File: src/rtl/div_issue_queue.sv
// Operand FIFO and registered result slot wrapped around an external
// combinational 4-bit signed divider. Results leave in acceptance order.
module div_issue_queue #(
    parameter int DEPTH = 4,
    parameter int CW    = 3
) (
    input  logic          clk,
    input  logic          rst_n,
    input  logic          in_valid,
    output logic          in_ready,
    input  logic [3:0]    in_dividend,
    input  logic [3:0]    in_divisor,
    output logic [3:0]    div_dividend,
    output logic [3:0]    div_divisor,
    input  logic [3:0]    div_quotient,
    input  logic [3:0]    div_remainder,
    output logic          out_valid,
    input  logic          out_ready,
    output logic [3:0]    out_quotient,
    output logic [3:0]    out_remainder,
    output logic          out_div0,
    output logic          out_ovf,
    output logic [CW-1:0] count
);

    localparam int PW = (DEPTH > 1) ? $clog2(DEPTH) : 1;

    // Handshake: a transfer happens on a rising edge where valid & ready are
    // both high. valid never waits on ready, and a producer holding valid
    // keeps its payload stable until the transfer.
    logic [3:0]    mem_dividend [DEPTH];
    logic [3:0]    mem_divisor  [DEPTH];
    logic [PW-1:0] wr_ptr;
    logic [PW-1:0] rd_ptr;
    logic [CW-1:0] count_q;
    logic          empty;
    logic          full;
    logic          push;
    logic          load;
    logic          head_div0;
    logic          head_ovf;

    assign empty    = (count_q == '0);
    assign full     = (count_q == CW'(DEPTH));
    assign in_ready = ~full;
    assign push     = in_valid & in_ready;
    assign load     = ~empty & (~out_valid | out_ready);
    assign count    = count_q;

    // The divider sees zeros while the queue is empty so it never works on stale data.
    assign div_dividend = empty ? 4'b0000 : mem_dividend[rd_ptr];
    assign div_divisor  = empty ? 4'b0000 : mem_divisor[rd_ptr];

    assign head_div0 = (div_divisor == 4'b0000);
    assign head_ovf  = (div_dividend == 4'b1000) & (div_divisor == 4'b1111);

    always_ff @(posedge clk) begin
        if (push) begin
            mem_dividend[wr_ptr] <= in_dividend;
            mem_divisor[wr_ptr]  <= in_divisor;
        end
    end

    // Pointers wrap naturally at DEPTH; fullness is tracked by count_q alone.
    always_ff @(posedge clk or negedge rst_n) begin
        if (!rst_n) begin
            wr_ptr  <= '0;
            rd_ptr  <= '0;
            count_q <= '0;
        end else begin
            if (push) begin
                wr_ptr <= wr_ptr + PW'(1);
            end
            if (load) begin
                rd_ptr <= rd_ptr + PW'(1);
            end
            case ({push, load})
                2'b10:   count_q <= count_q + CW'(1);
                2'b01:   count_q <= count_q - CW'(1);
                default: count_q <= count_q;
            endcase
        end
    end

    always_ff @(posedge clk or negedge rst_n) begin
        if (!rst_n) begin
            out_valid     <= 1'b0;
            out_quotient  <= 4'b0000;
            out_remainder <= 4'b0000;
            out_div0      <= 1'b0;
            out_ovf       <= 1'b0;
        end else if (load) begin
            out_valid     <= 1'b1;
            out_quotient  <= div_quotient;
            out_remainder <= div_remainder;
            out_div0      <= head_div0;
            out_ovf       <= head_ovf;
        end else if (out_valid & out_ready) begin
            out_valid <= 1'b0;
        end
    end

endmodule

File: config.mk
export PLATFORM = sky130hd
export DESIGN_NAME = div_issue_queue
export DESIGN_NICKNAME = d
export VERILOG_FILES = /design/src/rtl/div_issue_queue.sv
export SDC_FILE = /design/constraint.sdc
export NUM_CORES = 1
export LEC_CHECK = 0
export ABC_AREA = 1
export BUFFER_PORTS_ARGS = -buffer_cell sky130_fd_sc_hd__buf_4
export CAP_MARGIN = 0
export CORE_MARGIN = 4
export CORE_UTILIZATION = 40
export CTS_BUF_LIST = sky130_fd_sc_hd__clkbuf_4 sky130_fd_sc_hd__clkbuf_8
export CTS_CLUSTER_SIZE = 12
export DETAILED_ROUTE_END_ITERATION = 8
export MAX_ROUTING_LAYER = met4
export PLACE_DENSITY_LB_ADDON = 0.25
export REMOVE_ABC_BUFFERS = 1
export SLEW_MARGIN = 20
export SYNTH_ARGS = -nofsm -noshare
export SYNTH_HDL_FRONTEND = slang
export SYNTH_SLANG_ARGS = --single-unit
File: constraint.sdc
create_clock -name clk -period 2 [get_ports clk]
set_input_delay 0.1 -clock clk [delete_from_list [all_inputs] [get_ports clk]]
set_output_delay 0.1 -clock clk [all_outputs]
set_load 0.02 [all_outputs]
==> flow_summary.json <==
{
  "grt.overflow.total": 0,
  "outcome": "finished clean",
  "synth_warnings": 0,
  "gp_congestion": 0.811,
  "yosys.area_share.simple_pct": 20.8,
  "fin_skew_ns": 0.00595,
  "hold_viol": 0,
  "drt_iter0_markers": 82,
  "setup_ws_ns": 0.188,
  "placed_area_sq_um": 2600,
  "path_depth": 6,
  "grt.met3_usage_pct": 3.29,
  "cp_common_cell": "nand2_1",
  "ff2ff_path_depth": 9,
  "yosys.area.top_type_share_pct": 43.8,
  "grt_pass1_wl_mm": 7.16,
  "cts_root_buf": "clkbuf_8",
  "insertion_delay_ns": 0.30,
  "fp.dieW_um": 82.0,
  "cts_buffers": 5,
  "ys_seq_area_share_pct": 64.4,
  "synth.distinct_cells": 20,
  "path_delay_family": "flip-flops",
  "finalWirelength_mm": 4.46,
  "cts_sinks": 50,
  "cp.arrival_ns": 1.71,
  "setup_viol": 0,
  "hpwl_mm": 3.15,
  "start_util_pct": 42.1,
  "syn_avg_cell_area_sq_um": 10.1,
  "met2_usage_pct": 24.2,
  "n_fill_cell": 476,
  "synth_xor_area_share_pct": 1.60,
  "ys_top_cells_by_area": "edfxtp_1, dfrtp_1, nand2_1",
  "cpMaxStageDelayCell": "dfrtp_1",
  "fin_util_pct": 55.6,
  "grt_pass1_vias": 1486,
  "n_antenna_cell": 0,
  "area_growth_pct": 31.9,
  "die_area_sq_um": 6730,
  "grt_max_degree": 19,
  "wl_per_cell_um": 12.6,
  "critPathCaptureType": "output pin",
  "crit_chain": "buf_4 -> nand2_1 -> nand2_1 -> nand2_1 -> a21oi_1 -> buf_4",
  "ir_drop_mv": 0.840,
  "cts.htree.levels": 2,
  "use_met1_pct": 18.4,
  "avgViaCountPerCell": 4.50,
  "max-slew-margin-rel_pct": 47.5,
  "clkTransAtPathRegs_ns": 0.09,
  "synth_compound_area_share_pct": 2.28,
  "postSynthCellCount": 217,
  "via_count": 1592,
  "worstSetupPathType": "reg2out",
  "drive_gt1_share_pct": 21.1,
  "post-cts-setup-buffers": 0,
  "preCtsSetupSlack_ns": 0.150,
  "antenna_found_initial": 0,
  "row_count": 26,
  "p_per_area_nw_per_um2": 1570,
  "worst_slew_pin_slew_ns": 0.785,
  "worst-path-buf-inv": 2,
  "timing.fmax_mhz": 552,
  "fin_nets": 309,
  "slew_viol_final": 0,
  "drc_errors": 0,
  "cts_tree": "yes",
  "core_sq_um": 5200,
  "numPortBuffers": 42,
  "synthMuxAreaShare_pct": 0,
  "leakage_nw": 1.38,
  "finalCritPeriodShare_pct": 90.6,
  "rsz0062_at_grt": "no",
  "maxCapViolCount": 0,
  "crit_path_start_kind": "register",
  "post-synth-top-area-cell": "edfxtp_1",
  "critPathRequiredTime_ns": 1.90,
  "holdPathStages": 3,
  "fp.dieH_um": 82.0,
  "final_antenna_net_count": 0,
  "fin_area_sq_um": 2890,
  "ys_ff_latch": 50,
  "fin_crit_ns": 1.81,
  "top_usage_layer": "met2",
  "grt.total_usage_pct": 15.0,
  "reg2reg_slack_ns": 0.19,
  "cts.path.max_buffers": 2,
  "critPathMaxStageDelay_ns": 0.64,
  "yosys.area_share.adder_pct": 3.77,
  "path_max_fanout": 11,
  "ioPinCount": 43,
  "worst_hold_path_type": "in2reg",
  "dr.pass1.iters": 4,
  "synth_top_family_by_area": "simple AND/OR/NAND/NOR gates",
  "syn_area_sq_um": 2190
}
## worst reg2reg max path, cell delays in order, from the launching register on
cell     delay (ns)
dfrtp_1        0.40
nor2_2         0.15
nand2_1        0.10
nand2_2        0.07
ha_1           0.14
inv_1          0.06
fa_1           0.37
a21oi_1        0.14
o21ai_0        0.11
xor2_1         0.16
## cell type report
cell class	count	area, sq um	share of cell area, %
Inverter	27	106	3.68
Timing Repair Buffer	65	528	18.3
Clock buffer	5	68.8	2.38
Sequential cell	50	1410	48.8
Clock inverter	3	63.8	2.21
Tap cell	70	87.6	3.03
Multi-Input combinational cell	134	626	21.6
## cells by family after synthesis
| logic type | Yosys count |
|---|---|
| AO/OA/AOI/OAI | 10 |
| XOR/XNOR | 4 |
| adder cells (fa/ha/maj) | 6 |
| buffers and inverters | 33 |
| flip-flops | 50 |
| AND/OR/NAND/NOR | 114 |
## layout by cell type (no fill, tap or decap), types with 2 or more instances in the layout
cell           count
a21oi_1            6
nand2_1           79
nor2_1            18
o21ai_0            2
bufinv_16          2
edfxtp_1          32
dfrtp_1           18
nand3_1           13
dlygate4sd3_1     16
xor2_1             3
inv_1             26
clkbuf_8           5
buf_4             49
o21ai_1            2
ha_1               5
## sequential cells by signal, summed over array words and instances (netlist names)
| register | cells |
|---|---|
| out_remainder | 4 |
| mem_dividend | 16 |
| out_div0 | 1 |
| out_valid | 1 |
| out_ovf | 1 |
| rd_ptr | 2 |
| mem_divisor | 16 |
| count | 3 |
| out_quotient | 4 |
| wr_ptr | 2 |
## per-layer routing
metal	routed length, um	vias to the layer above
met3	131	6
li1	-	814
met1	1850	750
met4	66	0
met2	2410	22
met5	0	-
## repair_timing
action                     in CTS  in global routing
hold buffers                   14                  2
hold endpoints to repair       49                  6
resized for setup               0                  1
setup endpoints to repair       0                  1
## through the flow
step	power, mW	instances	TNS (ns)	hold WS, ns
final	4.53	354	0	0.00248
after global routing	4.88	354	0	0.0228
after CTS	4.56	352	0	0.000672
after detailed placement	3.73	330	0	-0.0134
after global placement	3.70	330	0	-0.0173
after floorplan	2.84	211	-0.199	-0.196
## power breakdown
part	internal (mW)	switching (mW)	total (mW)	leakage (nW)
logic	0.814	1.33	2.14	0.808
clock network	0.494	0.318	0.812	0.0658
registers	1.41	0.163	1.58	0.508
total	2.72	1.81	4.53	1.38
## Yosys cell counts
library cell	count
nand2_1	79
edfxtp_1	32
inv_1	26
nor2_1	19
dfrtp_1	18
nand3_1	13
a21oi_1	6
ha_1	5
buf_6	3
xor2_1	3
buf_2	2
o21ai_0	2
o21ai_1	2
buf_4	1
fa_1	1
inv_6	1
nand2_2	1
nand3_2	1
nand4_1	1
xnor2_1	1
## path summary, 6_finish.rpt
path,from,to
max,rd_ptr[0]$_DFFE_PN0P_,div_dividend[0]
min reg2reg,out_remainder[3]$_DFFE_PN0P_,out_remainder[3]$_DFFE_PN0P_
max in group asynchronous,rst_n,count[0]$_DFFE_PN0P_
min in group asynchronous,rst_n,out_quotient[1]$_DFFE_PN0P_
max reg2reg,count[1]$_DFFE_PN0P_,count[2]$_DFFE_PN0P_
min,div_quotient[0],out_quotient[0]$_DFFE_PN0P_
(Power assumes the default switching activity.)
